$ cat config.mk
export PLATFORM = sky130hd
export DESIGN_NAME = qedmma_tdoa_depacketizer_flat
export DESIGN_NICKNAME = d
export VERILOG_FILES = /design/src/rtl/qedmma_tdoa_depacketizer_if.sv /design/src/rtl/qedmma_tdoa_depacketizer.sv /design/src/flat_wrapper.sv
export SDC_FILE = /design/constraint.sdc
export NUM_CORES = 1
export LEC_CHECK = 0
export ABC_CLOCK_PERIOD_IN_PS = 5000
export CAP_MARGIN = 20
export CORE_UTILIZATION = 40
export CTS_CLUSTER_DIAMETER = 30
export DETAILED_ROUTE_END_ITERATION = 8
export DONT_BUFFER_PORTS = 1
export PLACE_DENSITY_LB_ADDON = 0.08
export SYNTH_ARGS = -nofsm -noshare
export SYNTH_HDL_FRONTEND = slang
export SYNTH_SLANG_ARGS = --single-unit
$ cat constraint.sdc
create_clock -name clk -period 5 [get_ports clk]
set_clock_uncertainty 0.2 [all_clocks]
set_input_delay 0.75 -clock clk [delete_from_list [all_inputs] [get_ports clk]]
set_output_delay 0.75 -clock clk [all_outputs]
set_load 0.1 [all_outputs]
$ cat src/rtl/qedmma_tdoa_depacketizer_if.sv
// Packet-beat sink and measurement-set source bundle
// for the TDOA depacketizer.
interface qedmma_tdoa_depacketizer_if #(
  parameter int NUM_CHANNELS    = 4,
  parameter int TIMESTAMP_WIDTH = 64,
  parameter int TDOA_WIDTH      = 16
);
  logic [127:0] s_axis_tdata;
  logic         s_axis_tvalid;
  logic         s_axis_tready;
  logic         s_axis_tlast;
  logic [15:0]  s_axis_tuser;

  logic         m_valid;
  logic         m_ready;
  logic [TIMESTAMP_WIDTH-1:0] m_timestamp;
  logic [NUM_CHANNELS*TDOA_WIDTH-1:0] m_tdoa;
  logic         m_ts_nonmono;

  modport master (
    output s_axis_tdata,
    output s_axis_tvalid,
    output s_axis_tlast,
    output s_axis_tuser,
    output m_ready,
    input  s_axis_tready,
    input  m_valid,
    input  m_timestamp,
    input  m_tdoa,
    input  m_ts_nonmono
  );

  modport slave (
    input  s_axis_tdata,
    input  s_axis_tvalid,
    input  s_axis_tlast,
    input  s_axis_tuser,
    input  m_ready,
    output s_axis_tready,
    output m_valid,
    output m_timestamp,
    output m_tdoa,
    output m_ts_nonmono
  );
endinterface

$ cat src/rtl/qedmma_tdoa_depacketizer.sv
// Assembles per-channel TDOA beats into one timestamped
// measurement set, with order/length checks and status counters.
module qedmma_tdoa_depacketizer #(
  parameter int NUM_CHANNELS    = 4,
  parameter int TIMESTAMP_WIDTH = 64,
  parameter int TDOA_WIDTH      = 16
) (
  input  logic        clk,
  input  logic        rst,
  input  logic        cfg_enable,
  qedmma_tdoa_depacketizer_if.slave bus,
  output logic [15:0] cnt_seq_err,
  output logic [15:0] cnt_len_err,
  output logic [31:0] cnt_frames
);

  localparam int TDW = NUM_CHANNELS * TDOA_WIDTH;
  localparam logic [2:0] LAST_CH = 3'(NUM_CHANNELS - 1);

  typedef enum logic [1:0] {
    COLLECT,
    DISCARD,
    HOLD
  } state_e;

  state_e state_q, state_d;
  logic [2:0] exp_ch_q, exp_ch_d;
  logic [TIMESTAMP_WIDTH-1:0] ts_q, ts_d;
  logic [TIMESTAMP_WIDTH-1:0] prev_ts_q, prev_ts_d;
  logic prev_valid_q, prev_valid_d;
  logic [TDW-1:0] tdoa_q, tdoa_d;
  logic nonmono_q, nonmono_d;
  logic [15:0] seq_err_q, seq_err_d;
  logic [15:0] len_err_q, len_err_d;
  logic [31:0] frames_q, frames_d;

  logic accept;
  logic good;
  logic last;
  logic [2:0] beat_ch;
  logic [TIMESTAMP_WIDTH-1:0] beat_ts;
  logic [TDOA_WIDTH-1:0] beat_tdoa;
  logic unused_bits;

  function automatic logic [15:0] sat_inc(
    input logic [15:0] v
  );
    return (v == 16'hFFFF) ? v : v + 16'd1;
  endfunction

  assign beat_ch   = bus.s_axis_tdata[50:48];
  assign beat_ts   =
    TIMESTAMP_WIDTH'(bus.s_axis_tdata[127:64]);
  assign beat_tdoa =
    TDOA_WIDTH'(bus.s_axis_tdata[47:32]);
  assign last      = bus.s_axis_tlast;

  assign bus.s_axis_tready = (state_q != HOLD);
  assign accept = bus.s_axis_tvalid && bus.s_axis_tready;
  assign good   = (beat_ch == exp_ch_q) &&
                  (bus.s_axis_tuser[2:0] == beat_ch);

  assign unused_bits = ^{bus.s_axis_tdata[63:51],
                         bus.s_axis_tdata[31:0],
                         bus.s_axis_tuser[15:3]};

  always_comb begin
    state_d      = state_q;
    exp_ch_d     = exp_ch_q;
    ts_d         = ts_q;
    prev_ts_d    = prev_ts_q;
    prev_valid_d = prev_valid_q;
    tdoa_d       = tdoa_q;
    nonmono_d    = nonmono_q;
    seq_err_d    = seq_err_q;
    len_err_d    = len_err_q;
    frames_d     = frames_q;

    unique case (state_q)
      COLLECT: begin
        if (!cfg_enable) begin
          exp_ch_d = '0;
        end else if (accept && !good) begin
          seq_err_d = sat_inc(seq_err_q);
          exp_ch_d  = '0;
          if (!last) state_d = DISCARD;
        end else if (accept) begin
          tdoa_d[int'(exp_ch_q)*TDOA_WIDTH +: TDOA_WIDTH] =
            beat_tdoa;
          if (exp_ch_q == 3'd0) ts_d = beat_ts;
          if (exp_ch_q == LAST_CH) begin
            exp_ch_d = '0;
            if (last) begin
              // ts_q already holds this frame's channel-0 stamp
              state_d   = HOLD;
              nonmono_d = prev_valid_q && (ts_q <= prev_ts_q);
              frames_d  = frames_q + 32'd1;
            end else begin
              len_err_d = sat_inc(len_err_q);
              state_d   = DISCARD;
            end
          end else if (last) begin
            len_err_d = sat_inc(len_err_q);
            exp_ch_d  = '0;
          end else begin
            exp_ch_d = exp_ch_q + 3'd1;
          end
        end
      end
      DISCARD: begin
        if (!cfg_enable || (accept && last)) begin
          state_d  = COLLECT;
          exp_ch_d = '0;
        end
      end
      HOLD: begin
        if (bus.m_ready) begin
          state_d      = COLLECT;
          exp_ch_d     = '0;
          prev_ts_d    = ts_q;
          prev_valid_d = 1'b1;
        end
      end
      default: begin
        state_d  = COLLECT;
        exp_ch_d = '0;
      end
    endcase
  end

  always_ff @(posedge clk) begin
    if (rst) begin
      state_q      <= COLLECT;
      exp_ch_q     <= '0;
      ts_q         <= '0;
      prev_ts_q    <= '0;
      prev_valid_q <= 1'b0;
      tdoa_q       <= '0;
      nonmono_q    <= 1'b0;
      seq_err_q    <= '0;
      len_err_q    <= '0;
      frames_q     <= '0;
    end else begin
      state_q      <= state_d;
      exp_ch_q     <= exp_ch_d;
      ts_q         <= ts_d;
      prev_ts_q    <= prev_ts_d;
      prev_valid_q <= prev_valid_d;
      tdoa_q       <= tdoa_d;
      nonmono_q    <= nonmono_d;
      seq_err_q    <= seq_err_d;
      len_err_q    <= len_err_d;
      frames_q     <= frames_d;
    end
  end

  assign bus.m_valid      = (state_q == HOLD);
  assign bus.m_timestamp  = ts_q;
  assign bus.m_tdoa       = tdoa_q;
  assign bus.m_ts_nonmono = nonmono_q;

  assign cnt_seq_err = seq_err_q;
  assign cnt_len_err = len_err_q;
  assign cnt_frames  = frames_q;

endmodule

$ cat src/flat_wrapper.sv
// flat-port wrapper written by rule: the top's interface ports become plain ports
module qedmma_tdoa_depacketizer_flat 
#(
  parameter int NUM_CHANNELS    = 4,
  parameter int TIMESTAMP_WIDTH = 64,
  parameter int TDOA_WIDTH      = 16
)
  (clk, rst, cfg_enable, cnt_seq_err, cnt_len_err, cnt_frames, bus_s_axis_tdata, bus_s_axis_tvalid, bus_s_axis_tlast, bus_s_axis_tuser, bus_m_ready, bus_s_axis_tready, bus_m_valid, bus_m_timestamp, bus_m_tdoa, bus_m_ts_nonmono);
  qedmma_tdoa_depacketizer_if #(.NUM_CHANNELS(NUM_CHANNELS), .TIMESTAMP_WIDTH(TIMESTAMP_WIDTH), .TDOA_WIDTH(TDOA_WIDTH)) bus_i ();
  input  logic clk;
  input  logic rst;
  input  logic cfg_enable;
  output logic [15:0] cnt_seq_err;
  output logic [15:0] cnt_len_err;
  output logic [31:0] cnt_frames;
  input wire logic [$bits(bus_i.s_axis_tdata)-1:0] bus_s_axis_tdata;
  input wire logic [$bits(bus_i.s_axis_tvalid)-1:0] bus_s_axis_tvalid;
  input wire logic [$bits(bus_i.s_axis_tlast)-1:0] bus_s_axis_tlast;
  input wire logic [$bits(bus_i.s_axis_tuser)-1:0] bus_s_axis_tuser;
  input wire logic [$bits(bus_i.m_ready)-1:0] bus_m_ready;
  output wire logic [$bits(bus_i.s_axis_tready)-1:0] bus_s_axis_tready;
  output wire logic [$bits(bus_i.m_valid)-1:0] bus_m_valid;
  output wire logic [$bits(bus_i.m_timestamp)-1:0] bus_m_timestamp;
  output wire logic [$bits(bus_i.m_tdoa)-1:0] bus_m_tdoa;
  output wire logic [$bits(bus_i.m_ts_nonmono)-1:0] bus_m_ts_nonmono;
  assign bus_i.s_axis_tdata = bus_s_axis_tdata;
  assign bus_i.s_axis_tvalid = bus_s_axis_tvalid;
  assign bus_i.s_axis_tlast = bus_s_axis_tlast;
  assign bus_i.s_axis_tuser = bus_s_axis_tuser;
  assign bus_i.m_ready = bus_m_ready;
  assign bus_s_axis_tready = bus_i.s_axis_tready;
  assign bus_m_valid = bus_i.m_valid;
  assign bus_m_timestamp = bus_i.m_timestamp;
  assign bus_m_tdoa = bus_i.m_tdoa;
  assign bus_m_ts_nonmono = bus_i.m_ts_nonmono;
  qedmma_tdoa_depacketizer #(.NUM_CHANNELS(NUM_CHANNELS), .TIMESTAMP_WIDTH(TIMESTAMP_WIDTH), .TDOA_WIDTH(TDOA_WIDTH)) u_core (.clk(clk), .rst(rst), .cfg_enable(cfg_enable), .bus(bus_i), .cnt_seq_err(cnt_seq_err), .cnt_len_err(cnt_len_err), .cnt_frames(cnt_frames));
endmodule
Word-level counts from Yosys, hierarchy flattened. Index checks and enable logic that the tools add are counted.

Add/sub/neg operators: 5. Order comparisons: 1. Equal/unequal tests: 16. Shifts and indexed selects: 2. Mux-type cells: 22. Bitwise logic cells: 2. Reductions and logical operators: 19.

Operators with widths (count): bitwise mux 64 bit (1); <= comparator 64 bit (1); 2-to-1 mux 16 bit (4); variable shift 16 x 33 -> 64 bit (first input constant) (1); variable part select 16 x 33 -> 64 bit (1); negation 7 -> 33 bit (1); adder 16 x 1 -> 16 bit (second input constant) (2); adder 32 x 1 -> 32 bit (second input constant) (1); equality test 16 bit (second input constant) (2); 2-to-1 mux 3 bit (7); AND reduction 6 bit (3); 2-to-1 mux 2 bit (8); case mux 3 bit (3 select lines) (1); inequality test 2 bit (second input constant) (4); AND reduction 4 bit (2); equality test 3 bit (2); inequality test 3 x 1 -> 1 bit (second input constant) (2); case mux 2 bit (3 select lines) (1); logical AND 1 bit (5); AND reduction 5 bit (1); inequality test 4 x 2 -> 1 bit (second input constant) (1); adder 3 x 1 -> 3 bit (second input constant) (1); equality test 3 x 2 -> 1 bit (second input constant) (1); logical NOT 3 bit (1); other kinds (11) (13).

Register bits after elaboration: 263. Input bits: 150. Output and inout bits: 195. Logic and storage cells: 77.

Longest topological paths before layout.
Depth after elaboration: 7. Mapped depth: 9. Gate-level depth less buffers: 8.

Least setup slack after synthesis. OpenSTA, ideal clock, no wires.

Path kind: reg-to-reg. From: register u_core.state_q[0]. To: register u_core.seq_err_q[1], in the netlist u_core.cnt_seq_err[1]. Library setup time: 128 ps. Data arrival time: 3553 ps. Data required time: 4672 ps. Slack: 1119 ps. Stages on the path, launching flop included: 8. Path buffers: 1. Clock period less this slack: 3881 ps. Cells stage by stage: dfxtp_1 -> nand2b_1 -> clkinv_1 -> or3_1 -> buf_2 -> or2_2 -> mux2i_1 -> nor2_1.

Longest elaborated chain between the ends: 4. Elaborated cells between the ends (all ways): 5. Those cells by class: 1 x eq/ne; 4 x reduce/logical.

Ends and longest elaborated chain: start: declaration (RTL line qedmma_tdoa_depacketizer.sv:26) `state_e state_q, state_d;`; start signal: assignment (RTL line qedmma_tdoa_depacketizer.sv:144) `state_q <= state_d;`; inequality test 2 bit (RTL line qedmma_tdoa_depacketizer.sv:58) `assign bus.s_axis_tready = (state_q != HOLD);`; named net bus_s_axis_tready (RTL line flat_wrapper.sv:21) `output wire logic [$bits(bus_i.s_axis_tready)-1:0] bus_s_axis_tready;`; logical AND 1 bit (RTL line qedmma_tdoa_depacketizer.sv:59) `assign accept = bus.s_axis_tvalid && bus.s_axis_tready;`; logical AND 1 bit (RTL line qedmma_tdoa_depacketizer.sv:83) `end else if (accept && !good) begin`; AND reduction 4 bit (no line); end signal: assignment (RTL line qedmma_tdoa_depacketizer.sv:151) `seq_err_q <= seq_err_d;`; end: declaration (RTL line qedmma_tdoa_depacketizer.sv:33) `logic [15:0] seq_err_q, seq_err_d;`.

The timed path passes the listed nets, and every way through them passes these cells. A chain may end at the register's enable or synchronous reset.

Worst setup path after layout.
From: register u_core.state_q[0]. To: register u_core.prev_ts_q[44].

Longest elaborated chain between the ends: 2.

Ends and longest elaborated chain: equality test 2 bit (RTL line qedmma_tdoa_depacketizer.sv:79) `unique case (state_q)`; AND reduction 2 bit (no line); end signal: assignment (RTL line qedmma_tdoa_depacketizer.sv:147) `prev_ts_q <= prev_ts_d;`; end: declaration (RTL line qedmma_tdoa_depacketizer.sv:29) `logic [TIMESTAMP_WIDTH-1:0] prev_ts_q, prev_ts_d;`.

Every way passes these cells.

==> impl_metrics.yaml <==
floorplan:
  rows: 62
  die_area_um2: 30200
  num_io_pins: 345
  die_w_um: 174
  start_util_pct: 40.9
  die_height_um: 174
  core-area_um2: 28900
cts:
  cts_num_sinks: 263
  clk_latency_ps: 540
  postCtsResizedCells: 0
  h-tree-depth: 3
  cts_buffer_depth: 3
  cts_setup_buffers: 0
  clk_pin_slew_ps: 40
  ctsHoldBuffers: 0
  cts_made_buffers: 66
  cts_tree: "done"
  root_buffer: "clkbuf_16"
placement:
  dpl.cell_count: 1891
  place.gp.congestion: 0.780
  io_buffers: 0
  hpwl_um: 21700
  post_dp_cell_area_um2: 12700
synth:
  synth-seq-area-share_pct: 44.6
  synth_edf_count: 0
  synth.distinct_cells: 58
  synth_nets: 1705
  ys.flop_type: "dfxtp_1"
  synth_area_leaders: "dfxtp_1, nand2_1, a21oi_1"
  ys_ff_latch: 263
  synth_area_um2: 11800
  yosysWarnings: 0
  async_flop_share_pct: 0
  synth_top_area_share_pct: 44.6
  synthCells: 1481
  synth.largest_area_cell: "dfxtp_1"
  synth.avg_cell_area_um2: 7.98
sta:
  final.min_clock_period_ps: 3080
  slew_violations: 0
  worst_hold_slack_ps: 102
  maxSlewHeadroom_pct: 24.7
  setup_viol: 0
  rsz0062_at_grt: "false"
  max_freq_mhz: 325
  tightest_slew_ps: 1130
  fin_crit_sh_pct: 61.5
  hold_viol_final: 0
  fin_tns_setup_ps: 0
grt:
  grt_max_degree: 265
  grt_use_total_pct: 21.1
  antenna_found_initial: 0
  grt_pass1_wl_um: 51800
  grt_pass1_vias: 10100
  grt.overflow.total: 0
detailed_routing:
  wl_per_cell_um: 16.0
  drtIter0Drc: 614
  drc: 0
  via_per_inst: 5.07
  vias: 10200
  dr.pass1.iters: 4
  ant_nets: 0
  routed_wl_um: 32100
cells_and_area:
  final_cell_count_no_fill: 2008
  seq_area_um2: 5270
  fillerInstances: 2816
  final_nets: 1801
  area_growth_pct: 26.0
  multiInputGateArea_um2: 5890
  drive_gt1_share_pct: 13.7
  antennaDiodeCount: 0
  postLayoutCellArea_um2: 14900
critical_path:
  endpoint_kind: "flop"
  worst_ep_arrival_time_ps: 3310
  start_kind: "flop"
  cp_max_fo: 44
  critPathKind: "flop to flop"
  cp.required_ps: 5230
power_and_ir_drop:
  p_total_mw: 6.19
  ir_worst_vdd_mv: 0.303
  p_leak_nw: 5.51
  powerDensity_nw_per_um2: 416
run_status:
  outcome: "finished, final reports clean"
min_path:
  hold_path.class: "primary input to flop"
run:
  cap_violations: 0
## path summary, 6_finish.rpt
| path | start | endpoint | slack [ps] | depth (start not counted) |
|---|---|---|---|---|
| min reg2reg | u_core.prev_ts_q[38] | u_core.prev_ts_q[38] | 250 | 2 |
| min | rst | u_core.bus.m_timestamp[36] | 100 | 1 |
| max | u_core.state_q[0] | u_core.prev_ts_q[44] | 1920 | 8 |
| max reg2reg | u_core.state_q[0] | u_core.prev_ts_q[44] | 1920 | 8 |
## cell type report
| class | instances | area share (%) |
|---|---|---|
| clock inverters | 23 | 1.61 |
| flip-flops and latches | 263 | 35.4 |
| multi-input cells | 1052 | 39.5 |
| inverters | 91 | 2.29 |
| clock buffers | 92 | 12.8 |
| repair buffers | 103 | 5.19 |
| well taps | 384 | 3.23 |
## synthesized netlist by cell type (2+ instances only)
master     number
or4_1           2
buf_6           4
mux2i_1        17
nor3b_1         6
nor4_1         18
dfxtp_1       263
and2_1          6
nor2_1         89
a211oi_1        2
or3_1          13
o21a_1          2
a221oi_1        5
nand2b_1        4
nand4_1        29
o21ai_0        23
buf_4           4
a21oi_1       211
a21o_1          3
clkbuf_1       57
nor3_1         23
nor2b_1         3
or2_2           2
ha_1           74
nor4b_1         2
and4_1          5
and3_1          6
nand2_1       350
buf_2          10
inv_1          90
xor2_1          7
nand3_1        81
xnor2_1        43
a2bb2oi_1       2
## where the power goes
part | total [mW] | leakage [nW] | switching [mW] | internal [mW]
Sequential | 2.12 | 2.12 | 0.0138 | 2.11
Clock | 4.02 | 1.05 | 1.20 | 2.82
Combinational | 0.0443 | 2.34 | 0.0287 | 0.0156
## sequential cells by signal, indices dropped and copies added (netlist names)
register,cells
u_core.cnt_seq_err,16
u_core.prev_ts_q,64
u_core.exp_ch_q,3
u_core.cnt_frames,32
u_core.state_q,2
u_core.bus.m_timestamp,64
u_core.prev_valid_q,1
u_core.cnt_len_err,16
u_core.bus.m_ts_nonmono,1
u_core.bus.m_tdoa,64
## through the flow
stage,setup WS (ps),util (%)
floorplan,1120,-
global placement,1670,44.1
detailed placement,1620,44.1
CTS,1860,51.5
global route,1660,51.6
finish,1920,51.6
## cell families after synthesis
family	count (synthesis)	share of synthesized area, %
XOR/XNOR	50	3.71
flip-flops	263	44.6
buffers and inverters	166	5.76
AND/OR/NAND/NOR	647	24.6
adder cells (fa/ha/maj)	74	7.84
AO/OA/AOI/OAI	264	12.1
multiplexers	17	1.44
## worst max-delay path, stage by stage, from the launching register on
cell	delay, ps
dfxtp_1	350
nand2b_1	150
buf_4	240
clkinv_1	160
buf_4	350
and2_2	870
buf_4	420
nand2_1	90
a21oi_1	140
## metal layers
| metal | vias to the layer above | GRT usage, % | wire length, um |
|---|---|---|---|
| met3 | 52 | 8.73 | 3110 |
| met1 | 4646 | 23.6 | 13000 |
| li1 | 5210 | - | - |
| met4 | 0 | 7.75 | 754 |
| met5 | - | 0 | 0 |
| met2 | 282 | 35.9 | 15300 |
## cell usage in the layout (no fill, tap or decap), drive strengths merged, types with 2 or more instances in the layout
cell      instances
nand2           350
dfxtp           263
a21oi           211
buf             103
inv              93
clkbuf           92
nor2             89
nand3            82
ha               74
xnor2            43
nand4            30
o21ai            24
nor3             23
nor4             20
mux2i            17
or3              13
clkinv           13
xor2              7
and3              7
nor3b             6
and4              6
and2              6
a221oi            5
nand2b            4
clkinvlp          4
bufinv            4
nor2b             3
a21o              3
a211oi            3
or4               2
a2bb2oi           2
o21a              2
or2               2
nor4b             2
a2111oi           2
Note: power is estimated with default switching activity, not from simulation.
